==> src/rtl/pb_debounce_dir.sv <==
// Push-button conditioner: 2-flop synchroniser, debounce FSM, one-cycle Step per press, Dir toggle.
// Optional auto-repeat on long holds is enabled by defining PB_AUTOREPEAT_EN.
module pb_debounce_dir #(
    parameter int unsigned DbCycles     = 1_000_000,
    parameter int unsigned CntBits      = 27,
    parameter int unsigned HoldCycles   = 50_000_000,
    parameter int unsigned RepeatCycles = 25_000_000
) (
    input  logic Clk,
    input  logic Clr,
    input  logic PB,
    output logic Step,
    output logic Dir,
    output logic Pressed
);

    typedef enum logic [1:0] {
        S_IDLE,
        S_PRESS_WAIT,
        S_PRESSED,
        S_RELEASE_WAIT
    } state_t;

    localparam longint unsigned MaxCycles =
        (DbCycles > HoldCycles)
            ? ((longint'(DbCycles) > longint'(RepeatCycles)) ? longint'(DbCycles) : longint'(RepeatCycles))
            : ((longint'(HoldCycles) > longint'(RepeatCycles)) ? longint'(HoldCycles) : longint'(RepeatCycles));

    if ((DbCycles < 2) || ((CntBits < 63) && ((64'd1 << CntBits) <= MaxCycles))) begin : g_cfg_check
        $error("pb_debounce_dir: DbCycles must be >= 2 and 2**CntBits must exceed every cycle count");
    end

    localparam logic [CntBits-1:0] DbLast = CntBits'(DbCycles - 1);
    localparam logic [CntBits-1:0] CntOne = CntBits'(1);

    logic               s1_q;
    logic               s2_q;
    state_t             state_q;
    logic [CntBits-1:0] cnt_q;
    logic               step_q;
    logic               dir_q;
    logic               pressed_q;

`ifdef PB_AUTOREPEAT_EN
    localparam logic [CntBits-1:0] HoldLast = CntBits'(HoldCycles - 1);
    localparam logic [CntBits-1:0] RepLast  = CntBits'(RepeatCycles - 1);

    logic [CntBits-1:0] hold_q;
    logic               rep_q;
`endif

    always_ff @(posedge Clk or negedge Clr) begin
        if (!Clr) begin
            s1_q <= 1'b0;
            s2_q <= 1'b0;
        end else begin
            s1_q <= PB;
            s2_q <= s1_q;
        end
    end

    // The edge that sees s2 first change loads cnt with 1, so that stable
    // sample already counts and Step lands 2+DbCycles edges after PB moves.
    always_ff @(posedge Clk or negedge Clr) begin
        if (!Clr) begin
            state_q   <= S_IDLE;
            cnt_q     <= '0;
            step_q    <= 1'b0;
            dir_q     <= 1'b1;
            pressed_q <= 1'b0;
`ifdef PB_AUTOREPEAT_EN
            hold_q    <= '0;
            rep_q     <= 1'b0;
`endif
        end else begin
            step_q <= 1'b0;
            case (state_q)
                S_IDLE: begin
                    pressed_q <= 1'b0;
                    cnt_q     <= '0;
                    if (s2_q) begin
                        state_q <= S_PRESS_WAIT;
                        cnt_q   <= CntOne;
                    end
                end
                S_PRESS_WAIT: begin
                    if (!s2_q) begin
                        state_q <= S_IDLE;
                        cnt_q   <= '0;
                    end else if (cnt_q == DbLast) begin
                        state_q   <= S_PRESSED;
                        cnt_q     <= '0;
                        step_q    <= 1'b1;
                        dir_q     <= ~dir_q;
                        pressed_q <= 1'b1;
`ifdef PB_AUTOREPEAT_EN
                        hold_q    <= '0;
                        rep_q     <= 1'b0;
`endif
                    end else begin
                        cnt_q <= cnt_q + 1'b1;
                    end
                end
                S_PRESSED: begin
                    pressed_q <= 1'b1;
                    if (!s2_q) begin
                        state_q <= S_RELEASE_WAIT;
                        cnt_q   <= CntOne;
                    end else begin
                        cnt_q <= '0;
`ifdef PB_AUTOREPEAT_EN
                        // Repeat pulses leave Dir alone; only accepted presses toggle it.
                        if ((!rep_q && hold_q == HoldLast) || (rep_q && hold_q == RepLast)) begin
                            step_q <= 1'b1;
                            hold_q <= '0;
                            rep_q  <= 1'b1;
                        end else begin
                            hold_q <= hold_q + 1'b1;
                        end
`endif
                    end
                end
                S_RELEASE_WAIT: begin
                    pressed_q <= 1'b1;
                    if (s2_q) begin
                        state_q <= S_PRESSED;
                        cnt_q   <= '0;
`ifdef PB_AUTOREPEAT_EN
                        hold_q  <= '0;
                        rep_q   <= 1'b0;
`endif
                    end else if (cnt_q == DbLast) begin
                        state_q   <= S_IDLE;
                        cnt_q     <= '0;
                        pressed_q <= 1'b0;
                    end else begin
                        cnt_q <= cnt_q + 1'b1;
                    end
                end
                default: begin
                    state_q <= S_IDLE;
                    cnt_q   <= '0;
                end
            endcase
        end
    end

    assign Step    = step_q;
    assign Dir     = dir_q;
    assign Pressed = pressed_q;

endmodule

==> config.mk <==
export PLATFORM = sky130hd
export DESIGN_NAME = pb_debounce_dir
export DESIGN_NICKNAME = d
export VERILOG_FILES = /design/src/rtl/pb_debounce_dir.sv
export SDC_FILE = /design/constraint.sdc
export NUM_CORES = 1
export LEC_CHECK = 0
export CORE_MARGIN = 2
export CORE_UTILIZATION = 55
export CTS_BUF_LIST = sky130_fd_sc_hd__clkbuf_4
export CTS_CLUSTER_DIAMETER = 80
export DETAILED_ROUTE_END_ITERATION = 8
export PLACE_DENSITY = 0.73
export SYNTH_ARGS = -nofsm -noshare
export SYNTH_HDL_FRONTEND = slang
export SYNTH_SLANG_ARGS = --single-unit
==> constraint.sdc <==
create_clock -name Clk -period 5.6 [get_ports Clk]
set_input_delay 1.4 -clock Clk [delete_from_list [all_inputs] [get_ports Clk]]
set_output_delay 1.4 -clock Clk [all_outputs]
set_load 0.02 [all_outputs]
## After elaboration in Yosys (flattened, before gate mapping)

Cells that the tools add are included.

- Register bits after elaboration: 34
- Word-level logic and storage cells: 44
- Input bits: 3
- Output and inout port bits: 3

- Reduce and logical (&&, ||, !) cells: 4
- $add $sub $neg: 1
- Bitwise operators: 1
- Equality and inequality tests: 10
- Mux-type cells: 21

Operators by type and width:

| cell | number |
|---|---|
| case mux 27 bit (4 select lines) | 1 |
| two-way mux 27 bit | 3 |
| adder 27 x 1 -> 27 bit (second input constant) | 1 |
| == test 27 x 20 -> 1 bit (second input constant) | 1 |
| two-way mux 2 bit | 6 |
| two-way mux 1 bit | 9 |
| inequality test 2 bit (second input constant) | 4 |
| case mux 2 bit (4 select lines) | 1 |
| inequality test 3 bit (second input constant) | 2 |
| == test 2 bit (second input constant) | 2 |
| case mux 1 bit (4 select lines) | 1 |
| AND reduction 4 bit | 1 |
| AND reduction 3 bit | 1 |
| == test 2 x 1 -> 1 bit (second input constant) | 1 |
| zero test 2 bit | 1 |
| AND reduction 2 bit | 1 |
| inverter 1 bit | 1 |

## Longest topological paths before layout

- Depth after elaboration: 4
- Mapped depth: 9
- Gate-level depth less buffers: 7

## Worst setup path after synthesis

OpenSTA, ideal clock, no wires.

- Path kind: register to output
- Start point: register dir_q (netlist: Dir)
- End point: output port Dir
- Setup slack: 3.630 ns
- Data arrival time: 0.570 ns
- Path buffers: 0
- Required time: 4.200 ns
- Cell stages (with the launch flop): 1
- Cells stage by stage: dfstp_2

RTL lines:

| item | line | RTL |
|---|---|---|
| start: declaration | 41 | `logic dir_q;` |
| start signal: assignment | 94 | `dir_q <= ~dir_q;` |
| end: declaration | 13 | `output logic Dir,` |

No word-level cell between the ends.

## Worst setup path after layout

- Start point: register dir_q (netlist: Dir)
- End point: output port Dir

No word-level cell between the ends.

==> run_results.csv <==
group,metric,value,unit
worst_setup_path,start_kind,"flop",
route,dr.pass1.iters,4,
job,maxCapViolCount,0,
worst_setup_path,end_kind,"output pin",
grt,overflow,0,
worst_setup_path,crit_arrival,1480,ps
cells_and_area,area_growth_syn_to_layout,7.56,%
clocking,clock-sinks,34,
logic_synthesis,ys_warn_count,0,
logic_synthesis,ys_types,32,
logic_synthesis,yosysMostFrequentCell,"nor2_1",
timing,hold_viol_final,0,
worst_setup_path,crit_path_max_fanout,2,
cells_and_area,drive_above_1_share,5.82,%
floorplanning,fp.dieArea,0.00363,mm²
route,drt.antenna.violating_nets,0,
worst_setup_path,cp_num_cells,1,
timing,finalSetupTns,0,ps
place,place_inst,225,
clocking,cts_tree,"built",
grt,grt_pass1_vias,1243,
cells_and_area,fin_util,61.7,%
logic_synthesis,synth_xor_area_share,13.1,%
floorplanning,die_w,60.2,µm
grt,gr-usage-all-layers,20.4,%
route,detail_route.iter0.violations,70,
route,routed_wl,3.08,mm
grt,grt_max_degree,35,
route,drcViolationCount,0,
logic_synthesis,synth_top_family_by_area,"simple AND/OR/NAND/NOR gates",
worst_setup_path,crit_required,4200,ps
clocking,root_buffer,"clkbuf_4",
clocking,ctsHoldBuffers,0,
logic_synthesis,synth_compound_area_share,4.97,%
logic_synthesis,synth_edf_count,0,
worst_setup_path,slowest_delay,600,ps
logic_synthesis,synth-seq-cells,34,
logic_synthesis,synthTopCellsByArea,"dfrtp_1, xor2_1, nor2_1, ha_1, xnor2_1",
worst_setup_path,crit_family,"buffers and inverters",
worst_hold_path,holdPathStages,0,
place,place_ws,3060,ps
route,routed_via_density,5.44,
logic_synthesis,synthMuxAreaShare,0.576,%
cells_and_area,fill_cells,252,
cells_and_area,ff_latch_area,852,µm²
clocking,numCtsBuffers,5,
logic_synthesis,synthDominantCellAreaShare,47.5,%
cells_and_area,diodes,0,
worst_setup_path,critical_path_class,"flop to output pin",
place,portBuffers,5,
floorplanning,design.core.area,0.00303,mm²
logic_synthesis,synth_cells,179,
timing,fin_worst_skew,6.99,ps
timing,fmax,0.348,GHz
grt,grt_pass1_wl,5.26,mm
worst_setup_path,cp_num_buf_inv,1,
timing,tightest_slew,1030,ps
timing,rsz0062_at_grt,"false",
logic_synthesis,yosys-top-cells-count,"nor2_1, dfrtp_1, xor2_1",
place,post-dp-hpwl,2.11,mm
worst_setup_path,cp_cell_sequence,"clkdlybuf4s50_1",
cells_and_area,layout.nets,197,
clocking,cts_buffer_depth,2,
grt,antenna_found_initial,0,
clocking,cts_resized,0,
status,outcome,"completed",
grt,grt_busiest_layer,"met2",
timing,slew_headroom,30.5,%
timing,min_period_over_period,51.4,%
logic_synthesis,synth_top_area_cell,"dfrtp_1",
timing,worst_slack,2720,ps
logic_synthesis,syn_area_per_cell,9.71,µm²
grt,grt_use_met3,8.44,%
cells_and_area,multi_input_area,825,µm²
route,via_count,1268,
clocking,cts_setup_buffers,0,
grt,use_met1,23.7,%
clocking,clk_pin_slew,100,ps
logic_synthesis,synth_nets,188,
cells_and_area,fin_cells,233,
clocking,cts-htree-levels,2,
power,power_density,320,mW/mm²
place,place.gp.congestion,0.845,
worst_hold_path,hold_path_class,"flop to flop",
floorplanning,start_util,57.4,%
clocking,worst_skew_pair.late_latency,330,ps
logic_synthesis,synthArstFlopShare,100,%
power,leakage,0.792,nW
timing,post-route-min-period,2880,ps
power,ir_worst_vdd,0.141,mV
logic_synthesis,synthFlopType,"dfrtp_1",
logic_synthesis,yosys.area_share.simple,24.5,%
worst_setup_path,reg2reg_depth,6,
worst_setup_path,slowest_stage,"clkdlybuf4s50_1",
route,post_drt_wl_per_cell,13.2,µm
floorplanning,rows,20,
timing,report.final.slew_viol_count,0,
logic_synthesis,ys_seq_area_share,49.0,%
logic_synthesis,synth.cell_area,0.00174,mm²
floorplanning,io_pins,6,
grt,grt_use_met2,33.4,%
logic_synthesis,synth_fa_ha_area_share,4.32,%
timing,setup_viol,0,
floorplanning,die_h,60.2,µm
cell type report:
type	count	area share, %
Multi-Input combinational cell	134	44.1
Clock buffer	6	2.41
Timing Repair Buffer	6	3.08
Tap cell	44	2.95
Sequential cell	34	45.6
Inverter	7	1.41
Clock inverter	2	0.469
worst paths after layout:
path / end / slack (ps) / startpoint
hold reg to reg: s2_q / 370 / s1_q
setup reg to reg: cnt_q[10] / 3070 / cnt_q[0]
setup / recovery: Dir / 2720 / Dir
max in group asynchronous: Dir / 3810 / Clr
hold / removal: s2_q / 370 / s1_q
min in group asynchronous: async pin / 1470 / Clr
placed cells by master, fill, tap and decap left out, types with 2 or more instances in the layout:
master / count
clkbuf_4: 6
xnor2_1: 8
ha_1: 6
or4_1: 2
o21ai_0: 3
xor2_1: 18
dfrtp_1: 33
nand2b_1: 2
a21oi_1: 4
and4_1: 2
inv_1: 7
nor4_1: 3
a31oi_1: 2
nand4_1: 10
nand2_1: 14
nor2_1: 37
nand3_1: 11
clkdlybuf4s50_1: 5
registers in the layout, indices dropped and copies added (netlist names), named ones only:
signal	cells
state_q	1
Pressed	1
s1_q	1
cnt_q	27
s2_q	1
Step	1
Dir	1
through the flow:
step	hold WS [ps]	power, mW	area (µm²)
floorplan	331	0.440	1740
global placement	342	0.459	1820
detailed placement	336	0.470	1820
CTS	368	0.603	1870
global route	375	0.646	1870
finish	366	0.597	1870
kinds of logic (layout without fill, tap and decap cells):
logic type / Yosys count / in the layout
AO/OA/AOI/OAI: 14 / 14
XOR/XNOR: 26 / 26
buffers and inverters: 11 / 21
flip-flops: 34 / 34
adder cells (fa/ha/maj): 6 / 6
AND/OR/NAND/NOR: 87 / 87
multiplexers: 1 / 1
report_power, final:
group,switching (mW),internal [mW]
Combinational,0.117,0.0672
Clock,0.0781,0.0519
Sequential,0.0177,0.265
per-layer routing:
layer	vias to the layer above	wire length, µm
met5	-	0
met4	0	59
li1	625	-
met2	22	1550
met1	613	1360
met3	8	107
Note: power is estimated with default switching activity, not from simulation.
